<file path="config.mk">
export PLATFORM = sky130hd
export DESIGN_NAME = ultrasonic_distance_filter
export DESIGN_NICKNAME = d
export VERILOG_FILES = /design/src/rtl/ultrasonic_pkg.sv /design/src/rtl/seq_divider16.sv /design/src/rtl/ultrasonic_distance_filter.sv
export SDC_FILE = /design/constraint.sdc
export NUM_CORES = 1
export LEC_CHECK = 0
export ABC_AREA = 1
export BUFFER_PORTS_ARGS = -buffer_cell sky130_fd_sc_hd__buf_2
export CORE_AREA = 2 2 218 113
export CTS_BUF_LIST = sky130_fd_sc_hd__clkbuf_4 sky130_fd_sc_hd__clkbuf_8 sky130_fd_sc_hd__clkbuf_16
export CTS_CLUSTER_SIZE = 16
export DETAILED_ROUTE_END_ITERATION = 8
export DIE_AREA = 0 0 220 115
export PLACE_DENSITY_LB_ADDON = 0.1
export SLEW_MARGIN = 10
export SYNTH_ARGS = -nofsm -noshare
export SYNTH_HDL_FRONTEND = slang
export SYNTH_SLANG_ARGS = --single-unit
export TNS_END_PERCENT = 30
</file>
<file path="constraint.sdc">
create_clock -name clk -period 3.1 [get_ports clk]
set_input_delay 0.62 -clock clk [delete_from_list [all_inputs] [get_ports clk]]
set_output_delay 0.62 -clock clk [all_outputs]
set_load 0.05 [all_outputs]
</file>
<file path="src/rtl/ultrasonic_pkg.sv">
// Shared constants for the ultrasonic distance filter: FSM encoding,
// echo saturation code and averaging window geometry.
package ultrasonic_pkg;

    localparam logic [1:0] ST_IDLE   = 2'd0;
    localparam logic [1:0] ST_DIVIDE = 2'd1;
    localparam logic [1:0] ST_ACCUM  = 2'd2;
    localparam logic [1:0] ST_DONE   = 2'd3;

    localparam logic [15:0] ECHO_SAT = 16'hFFFF;

    localparam int WIN_DEPTH = 4;
    localparam int WIN_AW    = 2;
    localparam int SUM_W     = 18;

endpackage

</file>
<file path="src/rtl/seq_divider16.sv">
// 16-bit restoring shift-subtract divider, one quotient bit per clock.
// The start cycle already resolves the first bit, so done pulses 16 edges after start.
module seq_divider16
    import ultrasonic_pkg::*;
(
    input  logic        clk,
    input  logic        rst_n,
    input  logic        start,
    input  logic [15:0] dividend,
    input  logic [15:0] divisor,
    output logic [15:0] quotient,
    output logic        done
);

    logic [15:0] rem;
    logic [15:0] quo;
    logic [3:0]  iter;
    logic        running;

    logic [15:0] rem_src;
    logic [15:0] quo_src;
    logic [16:0] trial;
    logic        take;

    always_comb begin
        rem_src = start ? 16'd0 : rem;
        quo_src = start ? dividend : quo;
        trial   = {rem_src, quo_src[15]};
        take    = (trial >= {1'b0, divisor});
    end

    always_ff @(posedge clk) begin
        if (!rst_n) begin
            rem     <= '0;
            quo     <= '0;
            iter    <= '0;
            running <= 1'b0;
            done    <= 1'b0;
        end else begin
            done <= 1'b0;
            if (start || running) begin
                // remainder always stays below divisor, so 16 bits hold it
                rem <= take ? 16'(trial - {1'b0, divisor}) : trial[15:0];
                quo <= {quo_src[14:0], take};
            end
            if (start) begin
                iter    <= 4'd1;
                running <= 1'b1;
            end else if (running) begin
                iter <= iter + 4'd1;
                if (iter == 4'd15) begin
                    running <= 1'b0;
                    done    <= 1'b1;
                end
            end
        end
    end

    assign quotient = quo;

endmodule

</file>
<file path="src/rtl/ultrasonic_distance_filter.sv">
// Converts raw echo widths to centimetres and smooths them with a 4-entry
// moving average; saturated echoes are reported but never enter the window.
//
// state  | meaning
// IDLE   | waiting for echo_valid
// DIVIDE | divider running (one settle cycle only for a saturated echo)
// ACCUM  | window write, running sum and dist_cm update
// DONE   | dist_valid / overrange presented, back to IDLE
module ultrasonic_distance_filter
    import ultrasonic_pkg::*;
#(
    parameter int unsigned DIV_CONST = 58,
    parameter int unsigned NEAR_CM   = 15
) (
    input  logic        clk,
    input  logic        rst_n,
    input  logic [15:0] echo_count,
    input  logic        echo_valid,
    output logic [15:0] dist_cm,
    output logic        dist_valid,
    output logic        overrange,
    output logic        near_alarm,
    output logic        busy,
    output logic        sample_dropped
);

    localparam logic [15:0] DIVISOR = 16'(DIV_CONST);
    localparam logic [15:0] NEAR_TH = 16'(NEAR_CM);

    logic [1:0]        state;
    logic              cap_sat;
    logic              primed;
    logic [15:0]       win [WIN_DEPTH];
    logic [WIN_AW-1:0] wr_ptr;
    logic [SUM_W-1:0]  sum;

    logic              div_start;
    logic              div_done;
    logic [15:0]       quotient;
    logic [SUM_W-1:0]  sum_next;
    logic [15:0]       avg_next;

    assign busy      = (state != ST_IDLE);
    assign div_start = (state == ST_IDLE) && echo_valid && (echo_count != ECHO_SAT);

    seq_divider16 u_div (
        .clk      (clk),
        .rst_n    (rst_n),
        .start    (div_start),
        .dividend (echo_count),
        .divisor  (DIVISOR),
        .quotient (quotient),
        .done     (div_done)
    );

    // first sample primes every slot, so the sum is simply 4x the quotient
    always_comb begin
        if (primed)
            sum_next = sum + SUM_W'(quotient) - SUM_W'(win[wr_ptr]);
        else
            sum_next = {quotient, 2'b00};
        avg_next = sum_next[SUM_W-1:2];
    end

    always_ff @(posedge clk) begin
        if (!rst_n) begin
            state          <= ST_IDLE;
            cap_sat        <= 1'b0;
            primed         <= 1'b0;
            wr_ptr         <= '0;
            sum            <= '0;
            dist_cm        <= '0;
            dist_valid     <= 1'b0;
            overrange      <= 1'b0;
            near_alarm     <= 1'b0;
            sample_dropped <= 1'b0;
            for (int i = 0; i < WIN_DEPTH; i++)
                win[i] <= '0;
        end else begin
            dist_valid     <= 1'b0;
            sample_dropped <= busy && echo_valid;
            case (state)
                ST_IDLE: begin
                    if (echo_valid) begin
                        cap_sat <= (echo_count == ECHO_SAT);
                        state   <= ST_DIVIDE;
                    end
                end
                ST_DIVIDE: begin
                    if (cap_sat)
                        state <= ST_DONE;
                    else if (div_done)
                        state <= ST_ACCUM;
                end
                ST_ACCUM: begin
                    if (primed) begin
                        win[wr_ptr] <= quotient;
                        wr_ptr      <= wr_ptr + 1'b1;
                    end else begin
                        for (int i = 0; i < WIN_DEPTH; i++)
                            win[i] <= quotient;
                        primed <= 1'b1;
                    end
                    sum        <= sum_next;
                    dist_cm    <= avg_next;
                    near_alarm <= (avg_next < NEAR_TH);
                    state      <= ST_DONE;
                end
                ST_DONE: begin
                    dist_valid <= 1'b1;
                    overrange  <= cap_sat;
                    state      <= ST_IDLE;
                end
                default: state <= ST_IDLE;
            endcase
        end
    end

endmodule

</file>
After elaboration in Yosys (flattened, before gate mapping)

Memories as Yosys holds them, arrays and structs flattened. A register that Yosys moved wholly into a read port is not among the register bits.
Cells that the tools add are included.

Input bits: 19
Memories kept: 1
Bits in writable memories: 64
Register bits after elaboration: 82
Output and inout port bits: 21
Word-level logic and storage cells: 84

Bitwise gates (word level): 6
Reductions and logical operators: 13
Equality and inequality tests: 8
Add/subtract/negate cells: 5
Mux-type cells: 33
$lt $le $gt $ge: 2

Memories:

| name | depth | width | read ports | clocked after memory_dff | wr ports | line                             | source |
|---|---|---|---|---|---|---|---|
| win  | 4     | 16    | 1          | 1                        | 4        | ultrasonic_distance_filter.sv:33 | `logic [15:0] win [WIN_DEPTH];` |

Operators by type and width:

| cell                                                                | number |
|---|---|
| 2-to-1 mux 16 bit                                                   | 8 |
| adder 18 x 16 -> 18 bit                                             | 1 |
| 2-to-1 mux 18 bit                                                   | 1 |
| subtractor 18 x 16 -> 18 bit                                        | 1 |
| greater-or-equal comparator 17 x 6 -> 1 bit (second input constant) | 1 |
| 2-to-1 mux 1 bit                                                    | 17 |
| equality test 16 bit (second input constant)                        | 1 |
| less-than comparator 16 x 4 -> 1 bit (second input constant)        | 1 |
| inequality test 16 bit (second input constant)                      | 1 |
| OR reduction 16 bit                                                 | 1 |
| subtractor 16 x 6 -> 16 bit (second input constant)                 | 1 |
| 2-to-1 mux 2 bit                                                    | 6 |
| case mux 2 bit (4 select lines)                                     | 1 |
| AND reduction 2 bit                                                 | 3 |
| adder 4 x 1 -> 4 bit (second input constant)                        | 1 |
| equality test 2 bit (second input constant)                         | 2 |
| equality test 4 bit (second input constant)                         | 1 |
| OR 1 bit                                                            | 4 |
| nonzero test 2 bit                                                  | 2 |
| logical AND 1 bit                                                   | 3 |
| inequality test 3 x 2 -> 1 bit (second input constant)              | 1 |
| OR reduction 3 bit                                                  | 1 |
| adder 2 x 1 -> 2 bit (second input constant)                        | 1 |
| equality test 2 x 1 -> 1 bit (second input constant)                | 1 |
| other kinds (5)                                                     | 6 |

Logic depth before layout (Yosys ltp)

Depth in word-level cells: 6
Depth in mapped cells: 22
Gate-level depth less buffers: 21

By module

A second synthesis with hierarchy kept.

Cells, all modules: 1222
Area total of the unflattened synthesis: 8688.3 um2

By module, submodules not included:

| module                     | area an instance (um2) | seq. area each (um2) | times used | cells an instance |
|---|---|---|---|---|
| ultrasonic_distance_filter | 5849.4                 | 2522.4               | 1          | 743 |
| seq_divider16              | 2839.0                 | 760.7                | 1          | 479 |

Least setup slack after synthesis

No wires, ideal clock.

Path type: register to register
Start point: register with a tool-made name
End point: register near_alarm
Setup time: 74 ps
Period minus slack after synthesis: 2923 ps
Buffers on the path: 1
Cell stages (with the launch flop): 20
Data required time: 3026 ps
Arrival time: 2848 ps
Slack: 177 ps
Cell sequence: dfxtp_1 > inv_1 > clkbuf_1 > nor2_1 > o22ai_1 > fa_1 > fa_1 > inv_1 > nand3_1 > nand2_1 > nand2_1 > nand2_1 > nand3_1 > nand2_1 > nand2_1 > nand3_1 > nand2_1 > nor2_1 > nand3_1 > o21ai_0

RTL lines:

| item                   | line                              | source |
|---|---|---|
| end signal: assignment | ultrasonic_distance_filter.sv:106 | `near_alarm <= (avg_next < NEAR_TH);` |
| end: declaration       | ultrasonic_distance_filter.sv:22  | `output logic near_alarm,` |

==> flow_summary.toml <==
[sta]
hold_violations = 0
finalCriticalPeriod_ns = 3.044
slew_headroom_pct = 58.22
worst_pin_slew_ns = 0.6260
layout_setup_ws_ns = 0.05604
fmax_mhz = 328.5
finClkSkew_ns = 0.01003
whs_ns = 0.4311
setup_viol = 0
rsz0062_at_grt = "yes"
maxSlewViolCount = 0
period_share_pct = 98.19

[clocking]
cts_buffers = 17
ctsHoldBuffers = 0
clkSinkCount = 132
clockRootBuffer = "clkbuf_16"
cts.path.max_buffers = 2
htree_levels = 4
cts_tree = "yes"
clk_latency_ns = 0.44
clk_pin_slew_ns = 0.06

[layout]
antenna_cells = 0
final_cell_mix = "nand2_1, inv_1, nor2_1"
final_nets = 1162
mostFrequentLayoutCell = "nand2_1"
area_growth_pct = 30.44
finalInstanceArea_mm2 = 0.01017
drive_above_1_share_pct = 28.62

[synth]
ys_types = 50
syn-num-nets = 1051
synthFlopType = "dfxtp_1"
synth_fa_ha_area_share_pct = 8.760
syn_area_mm2 = 0.007799
synth_area_per_cell_um2 = 7.901
muxShareOfSynthArea_pct = 0.1283
yosysSeqAreaShare_pct = 42.10
synth_edf_count = 64
synth_top_family_by_area = "simple AND/OR/NAND/NOR gates"
synth_xor_xnor_area_share_pct = 1.123
synth-simple-area-share_pct = 24.40
syn_inst = 987
yosys_warnings = 0
ys_seq_elements = 132
synthArstFlopShare_pct = 0
synth_compound_area_share_pct = 12.75

[global_routing]
grt_max_degree = 39
track_usage_pct = 21.78
grt_overflow = 0
grt_pass1_vias = 6202
grt_pass1_wl_um = 39870
antenna_found_initial = 0

[floorplanning]
die_area_mm2 = 0.02530
die_h_um = 115
row_count = 40
io_pins = 40
fp.coreArea_mm2 = 0.02342
start_util_pct = 33.30
fp.dieW_um = 220

[place]
dp_hpwl_um = 19570
dpl_worst_slack_ns = -0.2770
place_congestion = 0.9293
place_area_mm2 = 0.008861
portBuffers = 39

[detailed_routing]
ant_nets = 0
wl_per_cell_um = 18.67
via_per_inst = 4.884
drc = 0
first_pass_iters = 5
wl_um = 26620
drt_iter0_drc = 748
vias = 6964

[job]
maxCapViolCount = 0

[power]
power_density_mw_per_mm2 = 1139
power_leakage_nw = 4.574
vdd_ir_drop_max_uv = 426.1

[critical_path]
reg2regPathDepth = 20
crit_path_start_kind = "register"
required_ns = 3.47
cp_max_fo = 5
r2r_slack_ns = 0.06
worstPathArrival_ns = 3.41
reg2reg_to = "near_alarm"
path_class = "register to register"
setup.worst_path.end_class = "register"

[hold_path]
whs_endpoint = "sample_dropped"
hold_depth = 3
min_from = "echo_valid"
min_path_type = "input pin to register"

[outcome]
outcome = "complete, no violations"
## synth_stat cells, types with 3 or more instances
master / number / area share, %
fa_1: 16 / 4.1
nand3_1: 54 / 3.5
nor2_4: 5 / 0.72
ha_1: 29 / 4.7
o22ai_1: 24 / 1.9
nand2_1: 196 / 9.4
a21oi_1: 40 / 2.6
o221ai_1: 12 / 1.3
nor3_1: 4 / 0.26
clkinv_1: 9 / 0.43
nand3b_1: 6 / 0.58
o21ai_0: 73 / 4.7
buf_4: 16 / 1.5
nand2_2: 6 / 0.48
buf_2: 3 / 0.19
nand4_1: 7 / 0.56
clkbuf_1: 25 / 1.2
edfxtp_1: 64 / 25
or2_2: 3 / 0.24
xor2_1: 8 / 0.90
nor2_1: 132 / 6.4
inv_1: 142 / 6.8
dfxtp_1: 68 / 17
nor2_8: 3 / 0.77
o21ai_1: 9 / 0.58
## layer usage
metal | global-route usage [%] | vias to the layer above | wire length [µm]
met1 | 36.35 | 3297 | 14870
li1 | - | 3447 | -
met3 | 7.169 | 13 | 2169
met2 | 25.68 | 207 | 9434
met4 | 3.848 | 0 | 145
met5 | 0 | - | 0
## state kept, by name, indices dropped and copies added (netlist names), named ones only
| signal | flops |
|---|---|
| overrange | 1 |
| dist_valid | 1 |
| win | 64 |
| state | 2 |
| dist_cm | 16 |
| primed | 1 |
| near_alarm | 1 |
| u_div.rem | 16 |
| wr_ptr | 2 |
| u_div.iter | 4 |
| sample_dropped | 1 |
| u_div.quotient | 16 |
| u_div.running | 1 |
| sum | 2 |
| cap_sat | 1 |
| u_div.done | 1 |
## layout make-up
cell class                      count  area (µm²)
Clock buffer                       18       432.9
Clock inverter                     14       178.9
Fill cell                        2329       13250
Inverter                          151       571.8
Multi-Input combinational cell    656        4248
Sequential cell                   132        3287
Tap cell                          315       394.1
Timing Repair Buffer              140        1060
## where the power goes
part           switching (mW)  internal (mW)
Sequential              0.269           2.29
Clock                   0.845           1.28
Combinational            4.16           2.74
Total                    5.28           6.31
## worst max-delay path, stage by stage (launching register included)
cell and delay, ns:
dfxtp_4 0.38, inv_6 0.05, buf_4 0.14, clkbuf_16 0.15, nor2_1 0.12, o22ai_2 0.13
fa_1 0.51, inv_1 0.07, ha_4 0.25, buf_4 0.15, nand2_2 0.10, inv_1 0.06
nand2_1 0.07, nand2_2 0.08, a21oi_2 0.16, nand3_1 0.11, nand3_2 0.09, nand2_2 0.08
nor2_2 0.12, nand3_1 0.07, o21ai_1 0.10
## cell families (layout without fill, tap and decap cells)
logic type,count (synthesis),after routing
AND/OR/NAND/NOR,427,427
multiplexers,1,1
flip-flops,132,132
buffers and inverters,199,323
AO/OA/AOI/OAI,173,173
XOR/XNOR,10,10
adder cells (fa/ha/maj),45,45
## how the worst max path moves through the flow
stage	depth (start not counted)	slack (ns)	endpoint	from
CTS	21	-0.004	near_alarm	register
floorplan	19	0.18	near_alarm	register
global route	20	-0.10	near_alarm	register
detailed placement	21	-0.28	near_alarm	register
finish	20	0.06	near_alarm	register
global placement	20	-0.34	near_alarm	register
## what timing repair did
action | in CTS | in global routing
setup buffers | 1 | 6
resized for setup | 40 | 134
setup endpoints to repair | 8 | 12
pin swaps | 9 | 36
cloned | 1 | 1
## per-stage QoR
| stage | util [%] | power, mW | TNS (ns) | std cells |
|---|---|---|---|---|
| finish | 43.43 | 11.59 | 0 | 1426 |
| global route | 43.43 | 12.38 | -0.1976 | 1426 |
| CTS | 41.30 | 10.61 | -0.003759 | 1421 |
| detailed placement | 37.83 | 8.088 | -0.8750 | 1387 |
| global placement | 37.83 | 8.153 | -0.9567 | 1387 |
| floorplan | - | 5.950 | 0 | 987 |
Note: power is estimated with default switching activity, not from simulation.
